===== src/rtl/hd44780_init_sequencer_pkg.sv =====
// Shared configuration for the HD44780 4-bit power-on initialiser.
// Delay macros default to a short simulation scale. Override them with
// +define for a real system clock, and widen H4_TIMER_BITS to match.
// Optional build macro used by the sequencer: H4_FAST_POWERUP_EN.
`ifndef H4_TIMER_BITS
`define H4_TIMER_BITS 16
`endif
`ifndef H4_DELAY_53US
`define H4_DELAY_53US 6
`endif
`ifndef H4_DELAY_100US
`define H4_DELAY_100US 9
`endif
`ifndef H4_DELAY_4P1MS
`define H4_DELAY_4P1MS 25
`endif
`ifndef H4_DELAY_3MS
`define H4_DELAY_3MS 18
`endif
`ifndef H4_DELAY_100MS
`define H4_DELAY_100MS 40
`endif

package hd44780_init_sequencer_pkg;

  // Sequencer states; dbg_state exposes this encoding.
  typedef enum logic [3:0] {
    ST_PWR      = 4'd0,
    ST_PWR_ARM  = 4'd1,
    ST_PWR_WAIT = 4'd2,
    ST_LOAD     = 4'd3,
    ST_NHI      = 4'd4,
    ST_NHI_ARM  = 4'd5,
    ST_NHI_WAIT = 4'd6,
    ST_NLO      = 4'd7,
    ST_NLO_ARM  = 4'd8,
    ST_NLO_WAIT = 4'd9,
    ST_DLY      = 4'd10,
    ST_DLY_ARM  = 4'd11,
    ST_DLY_WAIT = 4'd12,
    ST_DONE     = 4'd13
  } h4_state_e;

  // Step kind: a lone high nybble or a full byte (high then low nybble).
  localparam logic H4_STEP_NYB  = 1'b0;
  localparam logic H4_STEP_BYTE = 1'b1;

  // Post-step delay selector.
  typedef enum logic [1:0] {
    H4_DSEL_53  = 2'd0,
    H4_DSEL_100 = 2'd1,
    H4_DSEL_4P1 = 2'd2,
    H4_DSEL_3   = 2'd3
  } h4_dsel_e;

  localparam int H4_INIT_STEPS = 9;

  localparam int H4_D53   = `H4_DELAY_53US;
  localparam int H4_D100  = `H4_DELAY_100US;
  localparam int H4_D4P1  = `H4_DELAY_4P1MS;
  localparam int H4_D3    = `H4_DELAY_3MS;
  localparam int H4_DPWR  = `H4_DELAY_100MS;

  // One script entry. Nybble steps keep their nybble in data[7:4].
  typedef struct packed {
    logic       kind;
    logic [7:0] data;
    h4_dsel_e   dsel;
  } h4_step_t;

endpackage


===== src/rtl/hd44780_init_rom.sv =====
// Fixed 9-step HD44780 4-bit initialisation script, indexed by step number.
module hd44780_init_rom
  import hd44780_init_sequencer_pkg::*;
(
  input  logic [3:0] step,
  output h4_step_t   entry
);

  // Combinational lookup; out-of-range steps return a harmless nybble 0.
  always_comb begin
    entry = '{kind: H4_STEP_NYB, data: 8'h00, dsel: H4_DSEL_53};
    case (step)
      4'd0: entry = '{kind: H4_STEP_NYB,  data: 8'h30, dsel: H4_DSEL_4P1};
      4'd1: entry = '{kind: H4_STEP_NYB,  data: 8'h30, dsel: H4_DSEL_100};
      4'd2: entry = '{kind: H4_STEP_NYB,  data: 8'h30, dsel: H4_DSEL_100};
      4'd3: entry = '{kind: H4_STEP_NYB,  data: 8'h20, dsel: H4_DSEL_53};
      4'd4: entry = '{kind: H4_STEP_BYTE, data: 8'h28, dsel: H4_DSEL_53};
      4'd5: entry = '{kind: H4_STEP_BYTE, data: 8'h08, dsel: H4_DSEL_53};
      4'd6: entry = '{kind: H4_STEP_BYTE, data: 8'h01, dsel: H4_DSEL_3};
      4'd7: entry = '{kind: H4_STEP_BYTE, data: 8'h06, dsel: H4_DSEL_53};
      4'd8: entry = '{kind: H4_STEP_BYTE, data: 8'h0C, dsel: H4_DSEL_53};
      default: ;
    endcase
  end

endmodule


===== src/rtl/hd44780_init_sequencer.sv =====
// HD44780 4-bit power-on initialiser: waits the power-up delay, walks the
// init script through the nybble sender and state timer, then raises done.
// Build option: H4_FAST_POWERUP_EN shortens the power-up delay to D100.
//
// Handshake (timer and nybble sender alike): the issue state registers a
// 1-cycle start pulse with its data; the pulse is visible during the ARM
// cycle, where the peer's busy is not yet meaningful. The WAIT state then
// holds until the peer's busy is 0 and advances on the following edge.
module hd44780_init_sequencer
  import hd44780_init_sequencer_pkg::*;
#(
  parameter int STATE_TIMER_BITS = `H4_TIMER_BITS
) (
  input  logic                        CLK_I,
  input  logic                        RST_I,
  output logic                        tmr_start,
  output logic [STATE_TIMER_BITS-1:0] tmr_dat,
  input  logic                        tmr_busy,
  output logic                        nyb_start,
  output logic [3:0]                  nyb_dat,
  output logic                        nyb_rs,
  input  logic                        nyb_busy,
  output logic                        busy,
  output logic                        done,
  output h4_state_e                   dbg_state,
  output logic [3:0]                  dbg_step
);

  localparam logic [STATE_TIMER_BITS-1:0] D53_W  = STATE_TIMER_BITS'(H4_D53);
  localparam logic [STATE_TIMER_BITS-1:0] D100_W = STATE_TIMER_BITS'(H4_D100);
  localparam logic [STATE_TIMER_BITS-1:0] D4P1_W = STATE_TIMER_BITS'(H4_D4P1);
  localparam logic [STATE_TIMER_BITS-1:0] D3_W   = STATE_TIMER_BITS'(H4_D3);
`ifdef H4_FAST_POWERUP_EN
  localparam logic [STATE_TIMER_BITS-1:0] PWR_W  = D100_W;
`else
  localparam logic [STATE_TIMER_BITS-1:0] PWR_W  = STATE_TIMER_BITS'(H4_DPWR);
`endif
  localparam logic [3:0] LAST_STEP = 4'(H4_INIT_STEPS - 1);

  h4_state_e                   state, state_d;
  logic [3:0]                  step, step_d;
  h4_step_t                    rom_entry;
  logic                        tmr_start_d, nyb_start_d, busy_d, done_d;
  logic [STATE_TIMER_BITS-1:0] tmr_dat_d;
  logic [3:0]                  nyb_dat_d;

  function automatic logic [STATE_TIMER_BITS-1:0] dsel_delay(input h4_dsel_e dsel);
    case (dsel)
      H4_DSEL_53:  return D53_W;
      H4_DSEL_100: return D100_W;
      H4_DSEL_4P1: return D4P1_W;
      default:     return D3_W;
    endcase
  endfunction

  hd44780_init_rom u_rom (
    .step  (step),
    .entry (rom_entry)
  );

  // State and step registers; reset restarts the script from power-up.
  always_ff @(posedge CLK_I or negedge RST_I) begin
    if (!RST_I) begin
      state <= ST_PWR;
      step  <= 4'd0;
    end else begin
      state <= state_d;
      step  <= step_d;
    end
  end

  // Next-state: strobe -> arm -> wait-for-idle for each peer transaction.
  always_comb begin
    state_d = state;
    step_d  = step;
    case (state)
      ST_PWR:      state_d = ST_PWR_ARM;
      ST_PWR_ARM:  state_d = ST_PWR_WAIT;
      ST_PWR_WAIT: if (!tmr_busy) state_d = ST_LOAD;
      ST_LOAD:     state_d = ST_NHI;
      ST_NHI:      state_d = ST_NHI_ARM;
      ST_NHI_ARM:  state_d = ST_NHI_WAIT;
      ST_NHI_WAIT: begin
        if (!nyb_busy) state_d = (rom_entry.kind == H4_STEP_BYTE) ? ST_NLO : ST_DLY;
      end
      ST_NLO:      state_d = ST_NLO_ARM;
      ST_NLO_ARM:  state_d = ST_NLO_WAIT;
      ST_NLO_WAIT: if (!nyb_busy) state_d = ST_DLY;
      ST_DLY:      state_d = ST_DLY_ARM;
      ST_DLY_ARM:  state_d = ST_DLY_WAIT;
      ST_DLY_WAIT: begin
        if (!tmr_busy) begin
          if (step == LAST_STEP) begin
            state_d = ST_DONE;
          end else begin
            state_d = ST_LOAD;
            step_d  = step + 4'd1;
          end
        end
      end
      ST_DONE:     state_d = ST_DONE;
      default:     state_d = ST_PWR;
    endcase
  end

  // Output decode: values the output registers take on the next edge.
  always_comb begin
    tmr_start_d = 1'b0;
    tmr_dat_d   = '0;
    nyb_start_d = 1'b0;
    nyb_dat_d   = 4'h0;
    case (state)
      ST_PWR: begin
        tmr_start_d = 1'b1;
        tmr_dat_d   = PWR_W;
      end
      ST_NHI: begin
        nyb_start_d = 1'b1;
        nyb_dat_d   = rom_entry.data[7:4];
      end
      ST_NLO: begin
        nyb_start_d = 1'b1;
        nyb_dat_d   = rom_entry.data[3:0];
      end
      ST_DLY: begin
        tmr_start_d = 1'b1;
        tmr_dat_d   = dsel_delay(rom_entry.dsel);
      end
      default: ;
    endcase
    busy_d = (state_d != ST_DONE);
    done_d = (state_d == ST_DONE);
  end

  // Output registers; busy is high from reset until the script completes.
  always_ff @(posedge CLK_I or negedge RST_I) begin
    if (!RST_I) begin
      tmr_start <= 1'b0;
      tmr_dat   <= '0;
      nyb_start <= 1'b0;
      nyb_dat   <= 4'h0;
      busy      <= 1'b1;
      done      <= 1'b0;
    end else begin
      tmr_start <= tmr_start_d;
      tmr_dat   <= tmr_dat_d;
      nyb_start <= nyb_start_d;
      nyb_dat   <= nyb_dat_d;
      busy      <= busy_d;
      done      <= done_d;
    end
  end

  // The initialiser only ever issues commands.
  assign nyb_rs    = 1'b0;
  assign dbg_state = state;
  assign dbg_step  = step;

endmodule


===== config.mk =====
export PLATFORM = sky130hd
export DESIGN_NAME = hd44780_init_sequencer
export DESIGN_NICKNAME = d
export VERILOG_FILES = /design/src/rtl/hd44780_init_sequencer_pkg.sv /design/src/rtl/hd44780_init_rom.sv /design/src/rtl/hd44780_init_sequencer.sv
export SDC_FILE = /design/constraint.sdc
export NUM_CORES = 1
export LEC_CHECK = 0
export BUFFER_PORTS_ARGS = -buffer_cell sky130_fd_sc_hd__buf_2
export CAP_MARGIN = 20
export CORE_MARGIN = 1.5
export CORE_UTILIZATION = 57
export CTS_BUF_LIST = sky130_fd_sc_hd__clkbuf_4 sky130_fd_sc_hd__clkbuf_8
export DETAILED_ROUTE_END_ITERATION = 6
export PLACE_DENSITY = 0.87
export REMOVE_ABC_BUFFERS = 1
export SLEW_MARGIN = 25
export SYNTH_ARGS = -nofsm -noshare
export SYNTH_HDL_FRONTEND = slang
export SYNTH_SLANG_ARGS = --single-unit

===== constraint.sdc =====
create_clock -name CLK_I -period 3.8 [get_ports CLK_I]
set_input_delay 0.19 -clock CLK_I [delete_from_list [all_inputs] [get_ports CLK_I]]
set_output_delay 0.19 -clock CLK_I [all_outputs]
set_load 0.01 [all_outputs]

==> summary.md <==
Dominant register cell in the synthesized netlist: sky130_fd_sc_hd__dfrtp_1. TritonCTS built the clock tree. sky130_fd_sc_hd__dfrtp_1 takes more of the synthesized area than any other cell. The aggregate global routing overflow was 0; the layout overhead on the synthesized area was 9.341%. The number of buffers added for setup after CTS came out at 0.

STA classifies the critical path endpoint as a flip-flop. The logs give 1 for the count of hold buffers inserted by post-cts repair and 47 for the number of unique standard cell types used by synthesis. Once detailed placement completed, the half-perimeter wirelength came to 1677 µm. The maximum fanout encountered on the critical timing path was 6; the residual DRC count was 0. In this run the mean area of a mapped cell was 10.35 µm². 37 I/O pins were placed.

The logs give 1870 ps for the register-to-register path setup slack and 6.623 ps for the worst clock skew. The total chip power came out at 1.010 mW. From left edge to right edge, the die measures 50.25 µm. Summed over its instances, the top area cell type makes up 41.30% of the synthesized netlist area. The critical path ends at tmr_dat[3]. The first element of the critical path is dbg_step[0].

In this run the critical register-to-register path is captured at tmr_dat[3]. Setup slack on the critical path of the routed design comes to 1865 ps. For the area enclosed by the die boundary, the log shows 0.002525 mm².

The clock transition time at the flip-flop clock pins of the worst setup and hold paths was 130 ps; the number of inserted diodes was 0. Counting flops with an async set or reset pin after synthesis yields a share of 100.0%. The placed cell count was 169; the data arrival time of the critical path was 2150 ps. The path class of the tightest hold or removal check is input pin to flip-flop.

Setup repair after global routing left no endpoint under its margin. The congestion estimate from routability-driven global placement came to 0.8394. In the global route stage, overall resource usage came out at 19.32%. Synthesis handed over a netlist of 123 instances.

The standard cell core area was 0.002022 mm². The most common cell in the synthesized netlist is sky130_fd_sc_hd__dfrtp_1. The worst hold path passes through 3 cells. The clock latency on the worst-skew pair was 310 ps; the final number of max-transition violations was 0. Buffers placed on the I/O ports in this run total 25. For the fill cell instance count of the final layout, the log shows 179. In this run, post-CTS repair resized a total of 0 instances. For the worst setup path, the data required time is 4010 ps.

After synthesis, flip-flops and latches occupy 43.36% of the total area. For this design, the sink count on the clock tree is 22. STA classifies the critical path startpoint as a flip-flop.

The setup path with the least slack is of type flip-flop to flip-flop. Setup total negative slack on the finished layout was measured at 0 ps. The commonest cells after synthesis are sky130_fd_sc_hd__dfrtp_1 (21), sky130_fd_sc_hd__buf_4 (14), sky130_fd_sc_hd__ha_1 (7). Reg-to-reg critical path startpoint: dbg_step[0]. The effective utilization at floorplan was 62.93%.

The tools report the first-pass detailed-route iteration total as 4. The number of enable-type register cells in the synthesized netlist is 0, and the maximum buffer depth of the clock tree is 2. Across the VDD grid, the largest voltage drop is 0.4510 mV. The flow ran to the end, and the final reports show no timing, DRC or antenna violations.

In the finished design, the share of the clock period the worst path needs comes to 50.91%. The share of cells above drive strength 1 is 25.17%, and the final routed wirelength across all metal layers is 2232 µm. The run gives 0 as the count of endpoints failing hold in the final timing report.

The area of placed instances is 0.001345 mm², and the synthesized cell area is 0.001272 mm². The startpoint of the tightest hold check path was nyb_busy. Once layout is complete, the cells apart from fillers number 174. For this run, the number of Yosys warnings is 0.

The count of final setup violators came out at 0. The number of clock buffers added by TritonCTS is 3. The number of global-route vias before repair came out at 846.

The tools report the remaining antenna violation count after routing as 0. OpenSTA, run right after detailed placement, puts the worst setup slack at 1884 ps. Upper clock frequency limit: 0.5169 GHz. At the end of the flow, the number of nets in the layout was 159.

The CTS H-tree depth was 1. For the total number of vias, the log shows 947. The flip-flop and latch count after synthesis works out to 22.

The root buffer cell chosen for the clock tree is sky130_fd_sc_hd__clkbuf_4. The power density over cell area is 725.9 mW/mm², and the final design instance area without fill is 0.001391 mm². Entering global routing, the biggest net connects 23 pins.

In the post-synthesis netlist, the biggest area contributors are sky130_fd_sc_hd__dfrtp_1 (41%), sky130_fd_sc_hd__buf_4 (8.3%), sky130_fd_sc_hd__ha_1 (6.9%), sky130_fd_sc_hd__dfstp_2 (2.1%), sky130_fd_sc_hd__xnor2_1 (2.1%). After detailed routing, the average wire length per cell comes to 12.83 µm. The first global-routing pass estimated 3719 µm of wire. Leakage component of the power: 0.7234 nW.

Across the run, the number of max-cap violations was 0. The final critical path time including I/O delays and setup came out at 1935 ps. The run gives 13 as the initial DRC count.

The initialized floorplan defines 16 standard-cell rows. The number of cells on the worst reg-to-reg path is 7. From bottom edge to top edge, the die measures 50.25 µm. Dividing the detail-routed via count by the number of cells gives 5.443. The number of antenna violations at the first check in global routing came out at 0.
==> registers in the layout (all words and copies together), names as in the netlist <==
register	count
busy	1
dbg_state	4
dbg_step	4
done	1
nyb_dat	4
nyb_start	1
tmr_dat	6
tmr_start	1
==> metal layers <==
layer,global-route usage (%),part of all wire [%],vias to the layer above
met4,10.19,1.7,0
met5,0,0,-
li1,-,-,451
met1,20.27,40,447
met2,36.62,52,43
met3,2.679,6.2,6
==> cell usage in the layout, fill, tap and decap left out, types with 2 or more instances in the layout <==
cell type / count
sky130_fd_sc_hd__dfrtp_1: 21
sky130_fd_sc_hd__or2_1: 3
sky130_fd_sc_hd__o21bai_1: 3
sky130_fd_sc_hd__nand2b_1: 2
sky130_fd_sc_hd__nor3_1: 3
sky130_fd_sc_hd__nand3b_1: 2
sky130_fd_sc_hd__buf_2: 25
sky130_fd_sc_hd__nor2_1: 6
sky130_fd_sc_hd__or3b_1: 2
sky130_fd_sc_hd__and2b_2: 2
sky130_fd_sc_hd__nor2b_1: 2
sky130_fd_sc_hd__and2_1: 3
sky130_fd_sc_hd__nand2_1: 5
sky130_fd_sc_hd__inv_1: 5
sky130_fd_sc_hd__a21oi_1: 5
sky130_fd_sc_hd__clkbuf_4: 3
sky130_fd_sc_hd__nand4_1: 2
sky130_fd_sc_hd__inv_2: 2
sky130_fd_sc_hd__o211ai_1: 2
sky130_fd_sc_hd__xnor2_1: 3
sky130_fd_sc_hd__o21ai_0: 2
sky130_fd_sc_hd__o2bb2ai_1: 2
sky130_fd_sc_hd__conb_1: 11
sky130_fd_sc_hd__ha_1: 7
==> worst max-delay path, stage by stage, from the launching register on <==
cell and delay, ps:
sky130_fd_sc_hd__dfrtp_1 460, sky130_fd_sc_hd__inv_1 110, sky130_fd_sc_hd__ha_1 270, sky130_fd_sc_hd__mux2i_1 120, sky130_fd_sc_hd__or2_1 240, sky130_fd_sc_hd__ha_1 290
sky130_fd_sc_hd__and2_1 150, sky130_fd_sc_hd__or2_1 200
==> worst min path at each step <==
stage	slack [ps]	endpoint
6_report	230	dbg_state[0]
5_1_grt	240	dbg_state[0]
4_1_cts	230	dbg_state[0]
3_5_place_dp	170	nyb_dat[2]
3_3_place_gp	170	nyb_dat[2]
2_1_floorplan	-110	dbg_state[0]
==> report_power, final <==
part,total [mW],internal (mW),switching (mW),leakage (nW)
Sequential,0.408,0.301,0.107,0.289
Combinational,0.471,0.225,0.247,0.413
Clock,0.130,0.0585,0.0718,0.0210
Total,1.01,0.584,0.426,0.723
==> stage by stage <==
stage,utilization (%),hold WS (ps)
2_1_floorplan,-,-105.6
3_3_place_gp,66.52,166.3
3_5_place_dp,66.52,170.6
4_1_cts,68.81,228.2
5_1_grt,68.81,240.1
6_report,68.81,226.2
==> cell type report <==
type / instances / area [µm²] / area share (%)
inverters: 7 / 26.28 / 1.888
well taps: 27 / 33.78 / 2.428
flip-flops and latches: 22 / 551.8 / 39.66
clock buffers: 4 / 36.28 / 2.608
multi-input cells: 88 / 608.1 / 43.71
repair buffers: 26 / 135.1 / 9.712
==> logic make-up (layout without fill, tap and decap cells) <==
family	Yosys count	count (layout)	share of synthesized area [%]
compound gates	23	23	12.88
xor+xnor	3	3	2.065
fa+ha+maj	7	7	6.883
buf+inv	23	37	11.80
flops	22	22	43.36
mux	2	2	1.672
other cells	1	11	0.2947
simple gates	42	42	21.04
Note: power is estimated with default switching activity, not from simulation.
